==> config.mk <==
export PLATFORM = sky130hd
export DESIGN_NAME = disp_scan_hex
export DESIGN_NICKNAME = d
export VERILOG_FILES = /design/src/rtl/disp_scan_hex.sv
export SDC_FILE = /design/constraint.sdc
export NUM_CORES = 1
export LEC_CHECK = 0
export ABC_AREA = 1
export BUFFER_PORTS_ARGS = -buffer_cell sky130_fd_sc_hd__buf_2
export CAP_MARGIN = 30
export CORE_MARGIN = 3
export CORE_UTILIZATION = 46
export CTS_BUF_LIST = sky130_fd_sc_hd__clkbuf_16
export DETAILED_ROUTE_END_ITERATION = 10
export PLACE_DENSITY = 0.66
export SKIP_CTS_REPAIR_TIMING = 1
export SLEW_MARGIN = 20
export SYNTH_ARGS = -nofsm -noshare
export SYNTH_HDL_FRONTEND = slang
export SYNTH_SLANG_ARGS = --single-unit
==> constraint.sdc <==
create_clock -name clk -period 2.82 [get_ports clk]
set_input_delay 0.564 -clock clk [delete_from_list [all_inputs] [get_ports clk]]
set_output_delay 0.564 -clock clk [all_outputs]
set_load 0.01 [all_outputs]
==> src/rtl/disp_scan_hex.sv <==
// Four-digit multiplexed hex display scanner with a per-frame input snapshot,
// per-digit decimal points and blanking, optional leading-zero blanking, and a frame pulse.
module disp_scan_hex #(
    parameter int SCAN_CNT = 50000,
    parameter int LZB      = 0
) (
    input  logic        clk,
    input  logic        rst,
    input  logic [15:0] hexs,
    input  logic [3:0]  points,
    input  logic [3:0]  LEs,
    input  logic        hold,
    output logic [3:0]  AN,
    output logic [7:0]  SEGMENT,
    output logic        frame_done
);

    localparam int             PW      = (SCAN_CNT > 1) ? $clog2(SCAN_CNT) : 1;
    localparam logic [PW-1:0]  PRE_MAX = PW'(SCAN_CNT - 1);

    // Active-low g..a pattern for one hex nibble
    function automatic logic [6:0] hex_to_seg(input logic [3:0] nib);
        logic [6:0] seg;
        case (nib)
            4'h0:    seg = 7'h40;
            4'h1:    seg = 7'h79;
            4'h2:    seg = 7'h24;
            4'h3:    seg = 7'h30;
            4'h4:    seg = 7'h19;
            4'h5:    seg = 7'h12;
            4'h6:    seg = 7'h02;
            4'h7:    seg = 7'h78;
            4'h8:    seg = 7'h00;
            4'h9:    seg = 7'h10;
            4'hA:    seg = 7'h08;
            4'hB:    seg = 7'h03;
            4'hC:    seg = 7'h46;
            4'hD:    seg = 7'h21;
            4'hE:    seg = 7'h06;
            4'hF:    seg = 7'h0E;
            default: seg = 7'h7F;
        endcase
        return seg;
    endfunction

    logic [PW-1:0] r_presc;
    logic [1:0]    r_digit;
    logic [15:0]   r_hex;
    logic [3:0]    r_pts;
    logic [3:0]    r_les;
    logic [3:0]    r_an;
    logic [7:0]    r_seg;
    logic          r_frame;

    logic          w_tick;
    logic [1:0]    w_next_digit;
    logic          w_frame_start;
    logic          w_load;
    logic [15:0]   w_hex;
    logic [3:0]    w_pts;
    logic [3:0]    w_les;
    logic [3:0]    w_nib;
    logic          w_upper_zero;
    logic          w_blank;
    logic [3:0]    w_an_next;
    logic [7:0]    w_seg_next;

    // Next-digit decode; on the frame-start tick the fresh inputs bypass the snapshot
    always_comb begin
        w_tick        = (r_presc == PRE_MAX);
        w_next_digit  = r_digit + 2'd1;
        w_frame_start = w_tick && (w_next_digit == 2'd0);
        w_load        = w_frame_start && !hold;
        w_hex         = w_load ? hexs   : r_hex;
        w_pts         = w_load ? points : r_pts;
        w_les         = w_load ? LEs    : r_les;
        w_nib         = 4'h0;
        w_upper_zero  = 1'b0;
        case (w_next_digit)
            2'd0: begin
                w_nib        = w_hex[3:0];
                w_upper_zero = 1'b0;
            end
            2'd1: begin
                w_nib        = w_hex[7:4];
                w_upper_zero = (w_hex[15:4] == 12'h000);
            end
            2'd2: begin
                w_nib        = w_hex[11:8];
                w_upper_zero = (w_hex[15:8] == 8'h00);
            end
            2'd3: begin
                w_nib        = w_hex[15:12];
                w_upper_zero = (w_hex[15:12] == 4'h0);
            end
            default: begin
                w_nib        = 4'h0;
                w_upper_zero = 1'b0;
            end
        endcase
        w_blank = w_les[w_next_digit] || ((LZB != 0) && w_upper_zero);
        if (w_blank) begin
            w_an_next  = 4'hF;
            w_seg_next = 8'hFF;
        end else begin
            w_an_next  = ~(4'b0001 << w_next_digit);
            w_seg_next = {~w_pts[w_next_digit], hex_to_seg(w_nib)};
        end
    end

    // Prescaler, digit scan, snapshot and registered display outputs
    always_ff @(posedge clk) begin
        if (rst) begin
            r_presc <= '0;
            r_digit <= 2'd3;
            r_hex   <= 16'h0000;
            r_pts   <= 4'h0;
            r_les   <= 4'h0;
            r_an    <= 4'hF;
            r_seg   <= 8'hFF;
            r_frame <= 1'b0;
        end else begin
            r_frame <= w_frame_start;
            if (w_tick) begin
                r_presc <= '0;
                r_digit <= w_next_digit;
                r_an    <= w_an_next;
                r_seg   <= w_seg_next;
            end else begin
                r_presc <= r_presc + PW'(1);
            end
            if (w_load) begin
                r_hex <= hexs;
                r_pts <= points;
                r_les <= LEs;
            end
        end
    end

    assign AN         = r_an;
    assign SEGMENT    = r_seg;
    assign frame_done = r_frame;

endmodule

==> results.md, run 1 <==
- Run status: finished clean
- Post-route ant nets: 0
- TritonRoute pass-1 iters: 4
- Adder-cell share of the synthesized area: about 5.1%
- Clock period minus worst slack: ~2.6 ns
- Global-route wire length before repair: roughly 10 mm
- Synth Area in XOR/XNOR: 1.19%
- Min-delay src: r_presc[0]$_SDFF_PP0_
- Tcrit/Tclk final: between 90% and 100%
- Worst-case clock buffer depth: 2
- Mapped Cells: a little over 400
- Core area: about 0.0061 mm^2
- Largest net degree at the start of global routing: 27
- # clock sinks: 55
- Critical path arrival: approximately 2.8 ns
- Critical Path RT: ~3 ns
- Reg-to-Reg Start: r_presc[0]$_SDFF_PP0_
- Final Non-Filler Cells: between 500 and 600
- Worst vdd ir: about 0.24 mV
- Achievable Freq: 0.387 GHz
- Mux share of post-synthesis cell area: 0%
- Synth cell types: 36
- CTS tree: built
- I/O Buffers: 39
- Post-synth EDFFs: 0
- Filler cells: just over 600
- Num CTS Buffers: 5
- Slew Limit Fails: 0
- # DRC: 0
- Worst Max-Slew Pin Slew: approximately 0.49 ns
- DP HPWL: 4.59 mm
- Number of global-route vias before repair: ~2,300
- Via count of the routed design: 2,559
- Register-to-Register Path Depth: 16
- Top cells by count, synth: nand2_1, nor2_1, dfxtp_1
- RePlAce Congestion: 0.841
- Pleak: about 1.6 nW
- Post-synth top flop: dfxtp_1
- Antenna violations before repair: 0
- Clk_skew: around 0.005 ns
- Die height: roughly 86 um
- Compound-Gate Fraction of Synth Area: 9.73%
- Post-Syn Nets: roughly 450
- Critical Path Source: r_presc[0]$_SDFF_PP0_
- Root buf cell: clkbuf_16
- Total power: 1.53 mW
- Mapped Area: ~0.0029 mm^2
- Setup violators final: 0
- Nets: ~500
- Layout cells sized above 1: ~22%
- Die span in x: 85.8 um
- Ys async rst share: 0%
- Top cell type's share of synthesized area: a little under two fifths
- Slew headroom: just under 70%
- Syn Area/Cell: 7.08 um^2
- GRT Util Overall: 17.0%
- Top cells by area, synth: dfxtp_1, nand2_1, nor2_1, inv_1, ha_1
- DR vias/cell: roughly 4.8
- Layout area overhead: 15.9%
- Antenna cells: 0
- H-tree levels: 2
- WL final: approximately 6 mm
- Initial drt markers: around 110
- Crit-path max FO: 8
- Crit path to: SEGMENT[3]$_SDFFE_PP1N_
- Clock slew at reported path FFs: about 0.070 ns
- I/O pins: 40
- Worst r2r dst: SEGMENT[3]$_SDFFE_PP1N_
- Worst setup path class: reg -> reg
- Drt wl/cell: roughly 11 um
- Global route overflow: 0
- Simple-Gate Fraction of Synth Area: a little over a third
- YS warnings: 0
- Worst setup SP type: register
- Final hold violation count: 0
- Count leader, synth: nand2_1
- Initial Util: about half
- # rows: 28
- PwrDens: around 450 mW/mm^2
- Latest clock arrival within the worst-skew pair: a little under 0.3 ns
- Hold Path Class: reg -> reg
- Largest family of logic cells by synthesized area: simple AND/OR/NAND/NOR gates
- Setup crit end kind: register
- Die area: 0.00737 mm^2
- Cell taking the most area after synthesis: dfxtp_1
- Post-synthesis sequential area ratio: approximately 38%
- R2r setup slk: approximately 0.24 ns
- Post-synthesis sequential element count: 55
- Placed instance count: ~530
- Max Cap Viol: 0
## cell families after synthesis
family,count (synthesis)
and+or+nand+nor,222
xor gates and xnor gates,4
buffers and inverters,73
DFF,55
AOI/OAI and AO/OA,48
adders and majority gates,12
## metal layers
metal,global-route usage (%),wire [um],vias to the layer above
met2,28.5,2740,43
met4,4.75,74,0
met5,0,0,-
met1,22.5,3020,1135
li1,-,-,1375
met3,2.88,256,6
## cell usage in the layout, fill, tap and decap left out, drive strengths merged
master and instances:
a211oi 1, a21oi 24, a31oi 1, buf 50, clkbuf 5, clkinv 2
dfxtp 55, ha 12, inv 65, nand2 108, nand3 26, nand3b 1
nand4 7, nor2 72, nor3 2, nor3b 1, nor4 2, o21a 1
o21ai 20, o22ai 1, or2 3, xor2 4
## worst max-delay path: stages (launching register included)
cell,delay (ns)
dfxtp_1,0.36
ha_1,0.26
nand3_4,0.13
nor2_8,0.17
nand3_4,0.13
buf_4,0.18
o21ai_2,0.12
inv_1,0.05
nand2_1,0.05
nand2_1,0.09
o21ai_4,0.23
inv_1,0.12
ha_1,0.23
nand3_1,0.13
a21oi_1,0.08
nor2_1,0.10
nor2_1,0.05
## worst min-delay path by stage
stage	slack (ns)	to	cells past startpoint
final	0.46	r_presc[0]$_SDFF_PP0_	1
after global routing	0.49	r_hex[14]$_SDFF_PP0_	2
after CTS	0.46	r_presc[0]$_SDFF_PP0_	1
after detailed placement	0.44	r_presc[0]$_SDFF_PP0_	1
after global placement	0.43	r_presc[0]$_SDFF_PP0_	1
after floorplan	0.42	r_presc[0]$_SDFF_PP0_	1
## where the power goes
part / leakage [nW] / total, mW / internal [mW] / switching (mW)
Combinational: 1.12 / 0.154 / 0.0546 / 0.0990
Sequential: 0.444 / 0.785 / 0.781 / 0.00389
Clock: 0.0671 / 0.586 / 0.320 / 0.266
## flip-flops by register name, indices dropped and copies added, names as in the netlist
name,flops
r_pts,4
r_presc,16
AN,4
SEGMENT,8
r_hex,16
frame_done,1
r_digit,2
r_les,4
## cell type report
class / instances / area, um^2 / share of cell area, %
tap: 75 / 93.8 / 2.76
inverter: 65 / 244 / 7.18
timing repair buffer: 50 / 278 / 8.17
clock inverter: 2 / 8.76 / 0.258
sequential: 55 / 1100 / 32.4
multi-input combinational: 286 / 1550 / 45.5
clock buffer: 5 / 125 / 3.68
## through the flow
step | utilization [%] | worst slack [ns] | instance area [um^2] | setup TNS [ns] | hold slack (ns)
global placement | 53.0 | 0.243 | 3210 | 0 | 0.431
floorplan | - | 0.429 | 2930 | 0 | 0.418
global route | 56.1 | -0.0410 | 3400 | -0.0508 | 0.494
detailed placement | 53.0 | 0.158 | 3210 | 0 | 0.444
CTS | 55.2 | 0.142 | 3350 | 0 | 0.459
finish | 56.1 | 0.237 | 3400 | 0 | 0.456
No activity file was read; power rests on OpenSTA's default activity.
==> run 2: changes to the inputs <==
Settings changed: ABC_AREA 1 to unset, CORE_UTILIZATION 46 to 45.
==> run 2 against run 1 <==
Largest power group unchanged. Total power decreased by 1.4%. Highest routed layer unchanged. Critical endpoint is now SEGMENT[6]$_SDFFE_PP1N_. Synthesized cell count decreased by 36%. The run now ends with setup timing left. Clock skew increased by 0.0019 ns. Combinational power decreased by 68%. Register-to-register slack got worse by 0.96 ns.
==> results.md, run 2 <==
- Run status: complete, but fails checks
- Failing checks: setup timing
- Tcrit/Tclk final: 125%
- Min-delay src: SEGMENT[6]$_SDFFE_PP1N_
- Top cells by area, synth: dfxtp_1, mux2i_1, nor2_1, ha_1, mux2_2
- Global-route wire length before repair: ~8.9 mm
- Nets: just under 400
- Synth cell types: 40
- Layout cells sized above 1: 42.2%
- # rows: 26
- Slew headroom: 64.4%
- Critical Path Source: r_presc[13]$_SDFF_PP0_
- Initial Util: approximately half
- Die height: around 81 um
- Num CTS Buffers: 5
- DP HPWL: between 4 and 5 mm
- # DRC: 0
- Setup violators final: 12
- Largest net degree at the start of global routing: 30
- I/O Buffers: 39
- Setup ws final: -0.718 ns
- Buf/Inv on CP: 2
- Final hold violation count: 0
- TritonRoute pass-1 iters: 4
- Reg-to-Reg Start: r_presc[13]$_SDFF_PP0_
- Number of global-route vias before repair: about 2,000
- Critical Path RT: approximately 3.0 ns
- CP dominant cell by count: or4_4
- Worst vdd ir: approximately 0.27 mV
- Crit-path max FO: 6
- Post-route ant nets: 0
- Antenna cells: 0
- Top cell type's share of synthesized area: between 40 and 50%
- Filler cells: roughly 440
- Worst hold margin: between 0.4 and 0.5 ns
- Worst Max-Slew Pin Slew: 0.533 ns
- Worst path cell trace: or4_4 > or4_4 > nor3b_4 > buf_12 > mux2_2 > a22oi_2 > a22o_1 > inv_2 > ha_4 > mux2_4 > a221oi_2 > nor2_1
- Highest-count cells in the layout ignoring fill and taps: dfxtp_1, buf_4, nor2_1
- Core area: roughly 0.0053 mm^2
- H-tree levels: 2
- Largest delay share family, worst path: simple AND/OR/NAND/NOR gates
- PwrDens: about 430 mW/mm^2
- Global route overflow: 0
- RSZ-0062 raised after global routing: yes
- Antenna violations before repair: 0
- Mapped Area: 0.00254 mm^2
- Post-Syn Nets: 303
- Util after Layout: between 60% and 70%
- Worst Hold Path Cells: 2
- Post-synthesis sequential element count: 55
- Die span in x: ~81 um
- Pre-CTS setup slack: -0.612 ns
- GRT Util Overall: between 10% and 20%
- CTS tree: built
- WL final: about 5.8 mm
- Crit-path slowest cell: or4_4
- Ys async rst share: 0%
- DR vias/cell: 5.03
- Syn Area/Cell: approximately 9.6 um^2
- Commonest non-fill, non-tap cell in the layout: dfxtp_1
- Drt wl/cell: approximately 14 um
- RePlAce Congestion: approximately 0.76
- Crit path depth: 12
- Final setup TNS: -6.21 ns
- Cell taking the most area after synthesis: dfxtp_1
- # clock sinks: 55
- Clock period minus worst slack: about 3.5 ns
- Worst setup path class: reg -> reg
- Register-to-Register Path Depth: 12
- Achievable Freq: 0.283 GHz
- Worst-case clock buffer depth: 2
- Top cells by count, synth: dfxtp_1, nor2_1, mux2i_1
- Largest stage delay, worst path: 0.57 ns
- Clock slew at reported path FFs: approximately 0.07 ns
- Hold Path Class: reg -> reg
- Worst setup SP type: register
- Count leader, synth: dfxtp_1
- Setup crit end kind: register
- Clk_skew: about 0.0068 ns
- Pleak: 1.43 nW
- Die area: 0.00659 mm^2
- Post-synth top flop: dfxtp_1
- Initial drt markers: 65
- Slew Limit Fails: 0
- Via count of the routed design: roughly 2,100
- Mapped Cells: 264
- Post-synthesis sequential area ratio: a little over two fifths
- YS warnings: 0
- Total power: 1.50 mW
- Latest clock arrival within the worst-skew pair: slightly below 0.3 ns
- Post-synth EDFFs: 0
- I/O pins: 40
- R2r setup slk: -0.72 ns
- Layout area overhead: 38.2%
- Critical path arrival: 3.71 ns
- Root buf cell: clkbuf_16
- Max Cap Viol: 0
## run 2: cell families (layout without fill, tap and decap cells)
| logic type | Yosys count | count (layout) | synth area share [%] |
|---|---|---|---|
| and+or+nand+nor | 93 | 93 | 18.4 |
| AOI/OAI and AO/OA | 39 | 39 | 10.0 |
| muxes | 32 | 32 | 14.2 |
| adders and majority gates | 12 | 12 | 5.91 |
| DFF | 55 | 55 | 43.3 |
| buffers and inverters | 21 | 108 | 3.99 |
| xor gates and xnor gates | 12 | 12 | 4.13 |
## run 2: worst min-delay path: cells and delay by family (launching register included)
kind,cells,cell delay [ns]
and+or+nand+nor,2,0.12
DFF,1,0.33
## run 2: where the power goes
part / total [mW] / internal [mW] / switching [mW]
clock: 0.674 / 0.411 / 0.263
sequential: 0.782 / 0.780 / 0.00169
combinational: 0.0490 / 0.0231 / 0.0259
## run 2: through the flow
stage | instance area (um^2) | cells
2_1_floorplan | 2600 | 264
3_3_place_gp | 3190 | 408
3_5_place_dp | 3190 | 408
4_1_cts | 3350 | 415
5_1_grt | 3510 | 421
6_report | 3510 | 421
## run 2: area by class of cell
cell class,instances,area (um^2),share of cell area (%)
Tap cell,70,87.6,2.49
Inverter,8,30.0,0.855
Timing Repair Buffer,93,641,18.2
Multi-Input combinational cell,188,1490,42.5
Sequential cell,55,1100,31.4
Clock inverter,2,33.8,0.962
Clock buffer,5,125,3.56
## run 2: metal layers
metal	global-route usage [%]	routed length, um	vias up
li1	-	-	1075
met1	20.6	2510	1012
met2	31.0	2980	26
met3	3.66	188	5
met4	6.08	75	0
met5	0	0	-
## run 2: path summary, 6_finish.rpt
| kind | to |
|---|---|
| worst max-delay path | SEGMENT[6]$_SDFFE_PP1N_ |
| worst min-delay path | SEGMENT[6]$_SDFFE_PP1N_ |
| worst max register to register | SEGMENT[6]$_SDFFE_PP1N_ |
| worst min register to register | SEGMENT[6]$_SDFFE_PP1N_ |
==> run 3: changes to the inputs <==
Settings changed: ABC_AREA set to 1, CORE_UTILIZATION 45 to 40, PLACE_DENSITY 0.66 to unset.
==> run 3 against run 2 <==
The run now ends clean. Register-to-register slack better by 0.97 ns. Sequential share of layout area increased by 0.73 points. First-iteration DRC count is 37% higher. Global-route usage shrank 2.0 points. Setup slack better by 0.97 ns. Via count up 22%. Total power rose by 3.9%. Clock power decreased by 7.1%. Clock-buffer cell count unchanged. Die area rose by 27%. Critical path depth is 3 higher. Non-clock buffer count decreased by 45. Critical path type unchanged. Largest cell class unchanged. Largest power group unchanged. Highest routed layer unchanged.
==> results.md, run 3 (synthesized netlist as in run 1, its figures left out) <==
- TritonRoute pass-1 iters: 4
- Initial drt markers: 89
- GRT Util Overall: about 15%
- Clock slew at reported path FFs: about 0.07 ns
- Largest stage delay, worst path: between 0.3 and 0.4 ns
- Run status: finished clean
- Crit-path max FO: 11
- Slew headroom: between 60% and 70%
- Via count of the routed design: about 2,600
- Initial Util: a little over two fifths
- Antenna violations before repair: 0
- Antenna cells: 0
- Worst-case clock buffer depth: 2
- Largest net degree at the start of global routing: 27
- Global-route wire length before repair: ~11 mm
- Post-route ant nets: 0
- Number of global-route vias before repair: 2,441
- Crit-path slowest cell: dfxtp_1
- Pleak: ~1.6 nW
- Sw frac: between 20% and 30%
- Clock period minus worst slack: about 2.6 ns
- Internal: approximately 1.2 mW
- Buf/Inv on CP: 2
- Hold Path Class: reg -> reg
- Setup crit end kind: register
- Die height: a little over 90 um
- Global route overflow: 0
- Worst vdd ir: ~0.30 mV
- Comb power frac: 9.8%
- Nets: 500
- Largest delay share family, worst path: simple AND/OR/NAND/NOR gates
- Critical path arrival: 2.75 ns
- Worst path cell trace: ha_1 > nand3_2 > nor2_8 > nand3_4 > buf_12 > or2_1 > nand3_1 > nand2_1 > o21ai_4 > inv_1 > ha_1 > nand3_1 > o21ai_1 > nand2_1 > a21oi_1
- Area after DPL: 0.00324 mm^2
- Final hold violation count: 0
- Worst setup path class: reg -> reg
- Tcrit/Tclk final: roughly nine tenths
- Highest-count cells in the layout ignoring fill and taps: nand2_1, nor2_1, dfxtp_1
- CTS tree: built
- Num CTS Buffers: 5
- Cell area after layout: between 0.003 and 0.004 mm^2
- Final setup TNS: 0 ns
- Clock network power share: 40.1%
- Root buf cell: clkbuf_16
- DP HPWL: 4.72 mm
- I/O pins: 40
- Seq pwr share: between 50 and 60%
- Latest clock arrival within the worst-skew pair: between 0.2 and 0.3 ns
- Die area: 0.00840 mm^2
- Filler cells: roughly 700
- Achievable Freq: slightly below 0.4 GHz
- I/O Buffers: 39
- Die span in x: between 90 and 100 um
- H-tree levels: 2
- Worst setup SP type: register
- # DRC: 0
- DR vias/cell: between 4 and 5
- # clock sinks: 55
- Clk_skew: ~0.0061 ns
- Drt wl/cell: 11.1 um
- Total power: between 1.5 and 2 mW
- WL final: about 6 mm
- Net switching power: slightly below 400 uW
- RSZ-0062 raised after global routing: no
- Worst Max-Slew Pin Slew: 0.514 ns
- Commonest non-fill, non-tap cell in the layout: nand2_1
- Slew Limit Fails: 0
- Layout cells sized above 1: between 20% and 30%
- PwrDens: 456 mW/mm^2
- RePlAce Congestion: roughly 0.8
- Core area: a little under 0.007 mm^2
- Max Cap Viol: 0
- Critical Path RT: 3.00 ns
- # rows: 30
- Layout area overhead: 16.9%
- Setup violators final: 0
[run 3: cell types whose count changed in the layout (fill, tap and decap cells not counted), sizes merged, moves of 5 or more]
cell    delta
nand2     +99
inv       +57
buf       -45
nor2      +29
nand3     +20
mux2i     -17
mux2      -13
nor2b     -11
a21oi     +10
o21ai      +9
nand2b     -5
nand4      +5
or3        -5
[run 3: cell type report]
cell class / count / area (um^2) / share of cell area, %
Clock buffer: 5 / 125 / 3.65
Inverter: 65 / 244 / 7.11
Multi-Input combinational cell: 286 / 1540 / 44.9
Sequential cell: 55 / 1100 / 32.1
Clock inverter: 3 / 23.8 / 0.693
Tap cell: 96 / 120 / 3.50
Timing Repair Buffer: 48 / 275 / 8.03
[run 3: path summary, 6_finish.rpt]
check,start,endpoint,slack (ns),cells after the start
max,r_presc[0]$_SDFF_PP0_,SEGMENT[5]$_SDFFE_PP1N_,0.26,15
min,r_presc[0]$_SDFF_PP0_,r_presc[0]$_SDFF_PP0_,0.45,1
max reg2reg,r_presc[0]$_SDFF_PP0_,SEGMENT[5]$_SDFFE_PP1N_,0.26,15
min reg2reg,r_presc[0]$_SDFF_PP0_,r_presc[0]$_SDFF_PP0_,0.45,1
[run 3: per-stage QoR]
step           utilization, %  cells  hold slack (ns)  setup WS (ns)
2_1_floorplan               -    414            0.418          0.429
3_3_place_gp             46.6    546            0.431          0.227
3_5_place_dp             46.6    546            0.445          0.153
4_1_cts                  48.8    554            0.456          0.120
5_1_grt                  49.4    558            0.473         0.0368
6_report                 49.4    558            0.449          0.256
[run 3: routing by layer]
| metal | wire [um] | track usage [%] | share of wire (%) | up-vias |
|---|---|---|---|---|
| li1 | - | - | - | 1379 |
| met1 | 3040 | 19.5 | 49 | 1140 |
| met2 | 2770 | 25.9 | 45 | 47 |
| met3 | 253 | 3.20 | 4.1 | 9 |
| met4 | 119 | 5.40 | 1.9 | 0 |
| met5 | 0 | 0 | 0 | - |
[run 3: power groups by stage]
stage | combinational (mW) | sequential (mW) | clock [mW]
after global placement | 0.152 | 0.802 | 0
after global routing | 0.173 | 0.785 | 0.671
after CTS | 0.154 | 0.784 | 0.645
after floorplan | 0.104 | 0.804 | 0
final | 0.152 | 0.784 | 0.626
after detailed placement | 0.153 | 0.803 | 0
